==> config.mk <==
export PLATFORM = sky130hd
export DESIGN_NAME = mem_arbiter
export DESIGN_NICKNAME = d
export VERILOG_FILES = /design/src/rtl/arb_pkg.sv /design/src/rtl/arb_perf_cnt.sv /design/src/rtl/mem_arbiter.sv
export SDC_FILE = /design/constraint.sdc
export NUM_CORES = 1
export LEC_CHECK = 0
export ABC_AREA = 0
export CORE_AREA = 2 2 131 133
export CTS_BUF_LIST = sky130_fd_sc_hd__clkbuf_4
export DETAILED_ROUTE_END_ITERATION = 7
export DIE_AREA = 0 0 133 135
export PLACE_DENSITY = 0.69
export SLEW_MARGIN = 30
export SYNTH_ARGS = -nofsm -noshare
export SYNTH_HDL_FRONTEND = slang
export SYNTH_SLANG_ARGS = --single-unit
==> constraint.sdc <==
create_clock -name i_clk -period 4.25 [get_ports i_clk]
set_input_delay 0.85 -clock i_clk [delete_from_list [all_inputs] [get_ports i_clk]]
set_output_delay 0.85 -clock i_clk [all_outputs]
set_load 0.05 [all_outputs]
==> src/rtl/arb_pkg.sv <==
// Shared types for the fetch/LSU memory arbiter: FSM states, owner tags, request bundle.
package arb_pkg;
  typedef enum logic [1:0] {IDLE = 2'd0, BUSY_IF = 2'd1, BUSY_LS = 2'd2} arb_state_e;
  typedef enum logic [1:0] {OWN_NONE = 2'd0, OWN_IF = 2'd1, OWN_LS = 2'd2} owner_e;

  localparam int DEF_STARVE_MAX = 4;

  typedef struct packed {
    logic        we;
    logic [31:0] addr;
    logic [31:0] wdata;
    logic [3:0]  bmask;
  } mem_req_t;

  function automatic logic [31:0] word_align(input logic [31:0] a);
    return {a[31:2], 2'b00};
  endfunction
endpackage

==> src/rtl/arb_perf_cnt.sv <==
// Wrapping event counter with synchronous clear; used by mem_arbiter when ARB_PERF_EN is defined.
module arb_perf_cnt #(
  parameter int CNT_W = 32
) (
  input  logic             clk,
  input  logic             clr,
  input  logic             en,
  output logic [CNT_W-1:0] cnt
);
  always_ff @(posedge clk) begin
    if (clr)     cnt <= '0;
    else if (en) cnt <= cnt + CNT_W'(1);
  end
endmodule

==> src/rtl/mem_arbiter.sv <==
// Single-outstanding arbiter sharing one memory port between fetch and LSU, with fetch
// anti-starvation and flush-drop of in-flight fetches. Perf counters exist only with ARB_PERF_EN.
module mem_arbiter
  import arb_pkg::*;
#(
  parameter int STARVE_MAX = DEF_STARVE_MAX,
  parameter int CNT_W      = 32
) (
  input  logic             i_clk,
  input  logic             i_reset,
  input  logic             i_if_req,
  input  logic [31:0]      i_if_addr,
  output logic             o_if_gnt,
  output logic             o_if_rvalid,
  output logic [31:0]      o_if_rdata,
  input  logic             i_ls_req,
  input  logic             i_ls_we,
  input  logic [31:0]      i_ls_addr,
  input  logic [31:0]      i_ls_wdata,
  input  logic [3:0]       i_ls_bmask,
  output logic             o_ls_gnt,
  output logic             o_ls_rvalid,
  output logic [31:0]      o_ls_rdata,
  input  logic             i_flush,
  output logic             o_mem_req,
  output logic             o_mem_we,
  output logic [31:0]      o_mem_addr,
  output logic [31:0]      o_mem_wdata,
  output logic [3:0]       o_mem_bmask,
  input  logic             i_mem_rvalid,
  input  logic [31:0]      i_mem_rdata,
  output logic [CNT_W-1:0] o_perf_if_stall,
  output logic [CNT_W-1:0] o_perf_ls_xact
);
  localparam int SW = $clog2(STARVE_MAX + 2);

  arb_state_e  state;
  owner_e      win;
  mem_req_t    mreq;
  logic [SW-1:0] starve;
  logic        drop;
  logic [31:0] if_rdata_q, ls_rdata_q;

  // Fetch overrides LSU priority only once it has lost STARVE_MAX times in a row.
  always_comb begin
    win = OWN_NONE;
    if (!i_reset && state == IDLE) begin
      if (i_ls_req && !(i_if_req && starve == SW'(STARVE_MAX))) win = OWN_LS;
      else if (i_if_req)                                        win = OWN_IF;
    end
  end

  always_comb begin
    mreq = '0;
    case (win)
      OWN_IF: begin
        mreq.addr  = word_align(i_if_addr);
        mreq.bmask = 4'hF;
      end
      OWN_LS: begin
        mreq.we    = i_ls_we;
        mreq.addr  = word_align(i_ls_addr);
        mreq.wdata = i_ls_wdata;
        mreq.bmask = i_ls_bmask;
      end
      default: ;
    endcase
  end

  assign o_if_gnt    = (win == OWN_IF);
  assign o_ls_gnt    = (win == OWN_LS);
  assign o_mem_req   = (win != OWN_NONE);
  assign o_mem_we    = mreq.we;
  assign o_mem_addr  = mreq.addr;
  assign o_mem_wdata = mreq.wdata;
  assign o_mem_bmask = mreq.bmask;

  // A flush coinciding with the response still kills it.
  assign o_if_rvalid = !i_reset && state == BUSY_IF && i_mem_rvalid && !drop && !i_flush;
  assign o_ls_rvalid = !i_reset && state == BUSY_LS && i_mem_rvalid;
  assign o_if_rdata  = o_if_rvalid ? i_mem_rdata : if_rdata_q;
  assign o_ls_rdata  = o_ls_rvalid ? i_mem_rdata : ls_rdata_q;

  always_ff @(posedge i_clk) begin
    if (i_reset) begin
      state      <= IDLE;
      starve     <= '0;
      drop       <= 1'b0;
      if_rdata_q <= '0;
      ls_rdata_q <= '0;
    end else begin
      if (o_if_rvalid) if_rdata_q <= i_mem_rdata;
      if (o_ls_rvalid) ls_rdata_q <= i_mem_rdata;
      if (win == OWN_IF || !i_if_req)                      starve <= '0;
      else if (win == OWN_LS && starve != SW'(STARVE_MAX)) starve <= starve + SW'(1);
      case (state)
        IDLE: begin
          if (win == OWN_IF) begin
            state <= BUSY_IF;
            drop  <= i_flush;
          end else if (win == OWN_LS) begin
            state <= BUSY_LS;
          end
        end
        BUSY_IF: begin
          if (i_mem_rvalid) begin
            state <= IDLE;
            drop  <= 1'b0;
          end else if (i_flush) begin
            drop  <= 1'b1;
          end
        end
        BUSY_LS: if (i_mem_rvalid) state <= IDLE;
        default: state <= IDLE;
      endcase
    end
  end

`ifdef ARB_PERF_EN
  arb_perf_cnt #(.CNT_W(CNT_W)) u_if_stall (
    .clk(i_clk), .clr(i_reset), .en(i_if_req && !o_if_gnt), .cnt(o_perf_if_stall)
  );
  arb_perf_cnt #(.CNT_W(CNT_W)) u_ls_xact (
    .clk(i_clk), .clr(i_reset), .en(o_ls_gnt), .cnt(o_perf_ls_xact)
  );
`else
  assign o_perf_if_stall = '0;
  assign o_perf_ls_xact  = '0;
`endif
endmodule

---- Word-level counts from Yosys, hierarchy flattened ----
Cells that the tools add are included.
storage, ports and cells
  register bits after elaboration ......... 70
  bits of input ports ..................... 139
  output and inout bits ................... 202
operators by class
  add/sub/neg operators ................... 1
  equal/unequal tests ..................... 10
  mux-type cells .......................... 17
  reduce and logical (&&, ||, !) cells .... 23
operators with widths
  cell                                            number
  two-way mux 32 bit                              3
  case mux 32 bit (2 select lines)                1
  logical AND 1 bit                               10
  two-way mux 2 bit                               5
  != test 3 bit (second input constant)           3
  case mux 4 bit (2 select lines)                 1
  logical NOT 1 bit                               5
  two-way mux 1 bit                               5
  == test 2 x 1 -> 1 bit (second input constant)  2
  == test 2 bit (second input constant)           2
  case mux 2 bit (2 select lines)                 1
  nonzero test 2 bit                              2
  OR reduction 2 bit                              2
  adder 3 x 1 -> 3 bit (second input constant)    1
  == test 3 bit (second input constant)           1
  AND reduction 3 bit                             1
  logical NOT 2 bit                               1
  != test 2 x 1 -> 1 bit (second input constant)  1
  != test 2 bit (second input constant)           1
  case mux 1 bit (2 select lines)                 1
  AND reduction 2 bit                             1
  logical OR 1 bit                                1

---- Logic depth before layout (Yosys ltp) ----
  depth after elaboration ................. 10
  mapped depth ............................ 11

---- Least setup slack after synthesis ----
Ideal clock, no wire load.
  path kind ............................... input -> output
  from .................................... input i_reset
  to ...................................... output o_mem_addr[10]
  arrival time ............................ 3080 ps
  required time ........................... 3400 ps
  path slack .............................. 320 ps
  cell stages on the path ................. 8
  path buffers ............................ 2
  path through ............................ buf_4 -> nor2b_1 -> nand3_1 -> inv_1 -> ha_1 -> clkbuf_1 -> a22oi_1 -> nor2b_1
on the way
  longest elaborated chain between the ends .. 5
ends and longest elaborated chain
  what                              RTL line           source
  from (decl)                       mem_arbiter.sv:10  input logic i_reset,
  logical NOT 1 bit                 mem_arbiter.sv:47  if (!i_reset && state == IDLE) begin
  logical AND 1 bit                 mem_arbiter.sv:47
  two-way mux 2 bit                 mem_arbiter.sv:47
  == test 2 bit                     -
  net o_ls_gnt                      mem_arbiter.sv:21  output logic o_ls_gnt,
  case mux 32 bit (2 select lines)  mem_arbiter.sv:55  case (win)
  to (decl)                         mem_arbiter.sv:27  output logic [31:0] o_mem_addr,
The timed path passes the listed nets, and every way through them passes these cells.

---- Final worst setup path ----
  from .................................... input i_if_req
  to ...................................... output o_mem_addr[3]
on the way
  longest elaborated chain between the ends .. 7
ends and longest elaborated chain
  what                                                            RTL line           source
  from (decl)                                                     mem_arbiter.sv:11  input logic i_if_req,
  logical AND 1 bit                                               mem_arbiter.sv:48  if (i_ls_req && !(i_if_req && starve == SW'(STARVE_MAX))) win = OWN_LS;
  logical NOT 1 bit                                               mem_arbiter.sv:48
  logical AND 1 bit                                               mem_arbiter.sv:48
  two-way mux 2 bit (*)                                           mem_arbiter.sv:48
  two-way mux 2 bit (*)                                           mem_arbiter.sv:47
  == test 2 bit / == test 2 x 1 -> 1 bit (equally long branches)  mem_arbiter.sv:55
  case mux 32 bit (2 select lines) (*)                            mem_arbiter.sv:55
Every way passes the cells marked *; elsewhere a longest branch is shown, timed or not.

==> impl_metrics.json <==
{
  "p_leak_nw": 3.371,
  "critPathKind": "primary input to output port",
  "antenna_found_initial": 0,
  "drive_above_1_share_pct": 29.21,
  "post-route-min-period_ps": 3660,
  "numClockSinks": 70,
  "top_layer": "met4",
  "rows": 47,
  "synth_compound_area_share_pct": 10.16,
  "first_iter_violations": 194,
  "grt_start_max_net_pins": 65,
  "diodes": 0,
  "clk_latency_ps": 410,
  "slowest_delay_ps": 470,
  "root_buffer": "clkbuf_4",
  "drv_slew": 0,
  "mostFrequentLayoutCell": "clkdlybuf4s50_1",
  "path_clk_slew_ps": 100,
  "drc_errors": 0,
  "die-area_sq_mm": 0.01796,
  "routedWlPerCell_um": 15.13,
  "vias_per_cell": 4.289,
  "ctsResizeCount": 0,
  "final_cells": 997,
  "hold_viol": 0,
  "synthSimpleGateAreaFrac_pct": 22.34,
  "cp-start-kind": "primary input",
  "grt.total_usage_pct": 16.06,
  "synth.cell_area_sq_mm": 0.004593,
  "grt_pass1_vias": 4014,
  "yosys_warnings": 0,
  "postSynthAreaPerCell_sq_um": 8.850,
  "wl_met2_um": 7837,
  "irDropWorstVdd_v": 0.0001840,
  "pwr-share-comb_pct": 49.1,
  "path_cells": "clkdlybuf4s50_1 > nand3_1 > nand3_1 > inv_1 > ha_1 > buf_4 > a22oi_1 > nor2b_1 > buf_12",
  "synthAdderAreaFrac_pct": 2.724,
  "synthDistinctLibCells": 35,
  "hold_path.class": "register to register",
  "internal-power_mw": 1.473,
  "syn_inst": 519,
  "dp.cells": 982,
  "slowest_stage": "clkdlybuf4s50_1",
  "coreArea_sq_mm": 0.01641,
  "numPortBuffers": 270,
  "final_cell_mix": "136 x clkdlybuf4s50_1, 73 x buf_12, 70 x dfxtp_1, 70 x buf_4, 69 x nor2b_1",
  "post-route-period-util_pct": 86.11,
  "synth_mux_area_share_pct": 18.28,
  "crit_path_frequent_cell": "nand3_1",
  "skew_ps": 9.530,
  "synth_seq_area_share_pct": 30.51,
  "required_ps": 3400,
  "cts_hold_buf": 0,
  "synthXorXnorAreaFrac_pct": 0.1907,
  "io_pins": 341,
  "maxCapViolCount": 0,
  "synth-seq-cells": 70,
  "slew_headroom_pct": 51.65,
  "wl_met3_um": 1300,
  "grt_pass1_wl_um": 22850,
  "worst_pin_slew_ps": 725.3,
  "fp.dieH_um": 135,
  "setup_viol": 0,
  "area_delta_synth_final_pct": 73.47,
  "p_per_area_mw_per_mm2": 301.2,
  "power.share.clock_pct": 22.1,
  "postRouteWirelength_um": 15080,
  "htreeDepth": 3,
  "cp_max_fo": 31,
  "worstSetupEndpointType": "output port",
  "post_cts_buffers": 0,
  "p_sw_share_pct": 38.62,
  "arrival_ps": 2810,
  "switchingPower_mw": 0.9268,
  "whs_ps": 461.1,
  "fmax_mhz": 273.2,
  "cts_buffers": 9,
  "place_congestion": 0.7598,
  "rsz0062_at_grt": "no",
  "status": "complete, no violations",
  "nets": 922,
  "dr_total_vias": 4276,
  "p_seq_share_pct": 28.8,
  "hpwlAfterDp_um": 11750,
  "tns_ps": 0,
  "wirelength_met1_um": 5771,
  "fp.dieW_um": 133,
  "clk_path_buf_depth": 2,
  "overflow": 0,
  "ant_nets": 0,
  "drt_pass1_iterations": 4,
  "start_util_pct": 28.00,
  "synth_top_family_by_area": "simple AND/OR/NAND/NOR gates",
  "cts_tree": "built"
}
[power by group through the flow]
stage                     Clock [mW]  Sequential (mW)  Combinational, mW
final                          0.530            0.692               1.18
after global routing           0.582            0.695               1.24
after CTS                      0.558            0.692               1.19
after detailed placement           0            0.707               1.18
after global placement             0            0.706               1.17
after floorplan                    0            0.703              0.761
[synth_stat cells]
| cell type | number | area [sq um] |
|---|---|---|
| nand2b_1 | 2 | 12.51 |
| nand3_1 | 3 | 15.01 |
| a21oi_1 | 39 | 195.2 |
| nand2_1 | 67 | 251.5 |
| nor2b_1 | 69 | 431.7 |
| clkbuf_1 | 24 | 90.09 |
| buf_6 | 6 | 67.56 |
| nand4bb_1 | 1 | 11.26 |
| a221oi_1 | 1 | 8.760 |
| nor3_1 | 1 | 5.000 |
| buf_4 | 70 | 525.5 |
| buf_2 | 1 | 5.000 |
| a21boi_0 | 1 | 7.510 |
| conb_1 | 1 | 3.750 |
| nor2_1 | 3 | 11.26 |
| a31o_2 | 1 | 8.760 |
| inv_1 | 8 | 30.03 |
| nand4b_1 | 1 | 8.760 |
| xnor2_1 | 1 | 8.760 |
| nor2_8 | 1 | 20.02 |
| a22oi_1 | 30 | 225.2 |
| and3_1 | 1 | 6.260 |
| mux2_4 | 29 | 435.4 |
| mux2_2 | 35 | 394.1 |
| buf_1 | 1 | 3.750 |
| dfxtp_1 | 70 | 1401 |
| o21ai_0 | 3 | 15.01 |
| nor4bb_1 | 1 | 10.01 |
| o22ai_1 | 1 | 6.260 |
| and2_1 | 33 | 206.5 |
| or3_1 | 1 | 6.260 |
| mux2i_1 | 1 | 10.01 |
| nand3b_4 | 1 | 20.02 |
| and4b_1 | 1 | 10.01 |
| ha_1 | 10 | 125.1 |
[kinds of logic after synthesis]
group,after synthesis
xor gates and xnor gates,1
buffers and inverters,110
DFF,70
other,1
AOI/OAI and AO/OA,76
and+or+nand+nor,186
muxes,65
adders and majority gates,10
[state kept, by name, indices dropped and copies added, names as in the netlist]
| register | count |
|---|---|
| state | 2 |
| if_rdata_q | 32 |
| ls_rdata_q | 32 |
| drop | 1 |
| starve | 3 |
[worst paths after layout]
path / start / to / slack [ps] / cells past startpoint
max: i_if_req / o_mem_addr[3] / 590 / 9
max reg2reg: state[1]$_SDFFE_PP0P_ / starve[1]$_SDFFE_PP0P_ / 1910 / 9
min reg2reg: if_rdata_q[29]$_SDFF_PP0_ / if_rdata_q[29]$_SDFF_PP0_ / 460 / 2
min: if_rdata_q[29]$_SDFF_PP0_ / if_rdata_q[29]$_SDFF_PP0_ / 460 / 2
[through the flow]
stage	instance area (sq um)	utilization (%)	power, mW	setup slack (ps)
after global routing	7968	48.56	2.514	384.2
final	7968	48.56	2.400	590.3
after floorplan	4837	-	1.464	320.0
after detailed placement	7794	47.50	1.890	574.9
after global placement	7794	47.50	1.881	646.1
after CTS	7968	48.56	2.437	574.0
[worst max-delay path: cells and delay by family]
family / cells / cell delay (ps)
AOI/OAI and AO/OA: 1 / 160
adders and majority gates: 1 / 150
buffers and inverters: 4 / 1110
and+or+nand+nor: 3 / 540
[final cells by class]
type	instances	area, sq um
Inverter	8	30.03
Sequential cell	70	1401
Timing Repair Buffer	280	3353
Clock inverter	5	98.84
Clock buffer	10	75.07
Tap cell	220	275.3
Multi-Input combinational cell	404	2734
Fill cell	1527	8439
[per-layer routing]
layer / GRT usage (%) / vias to the layer above
li1: - / 2094
met1: 18.64 / 1971
met2: 28.64 / 196
met3: 5.518 / 15
met4: 3.465 / 0
met5: 0 / -
No activity file was read; power rests on OpenSTA's default activity.
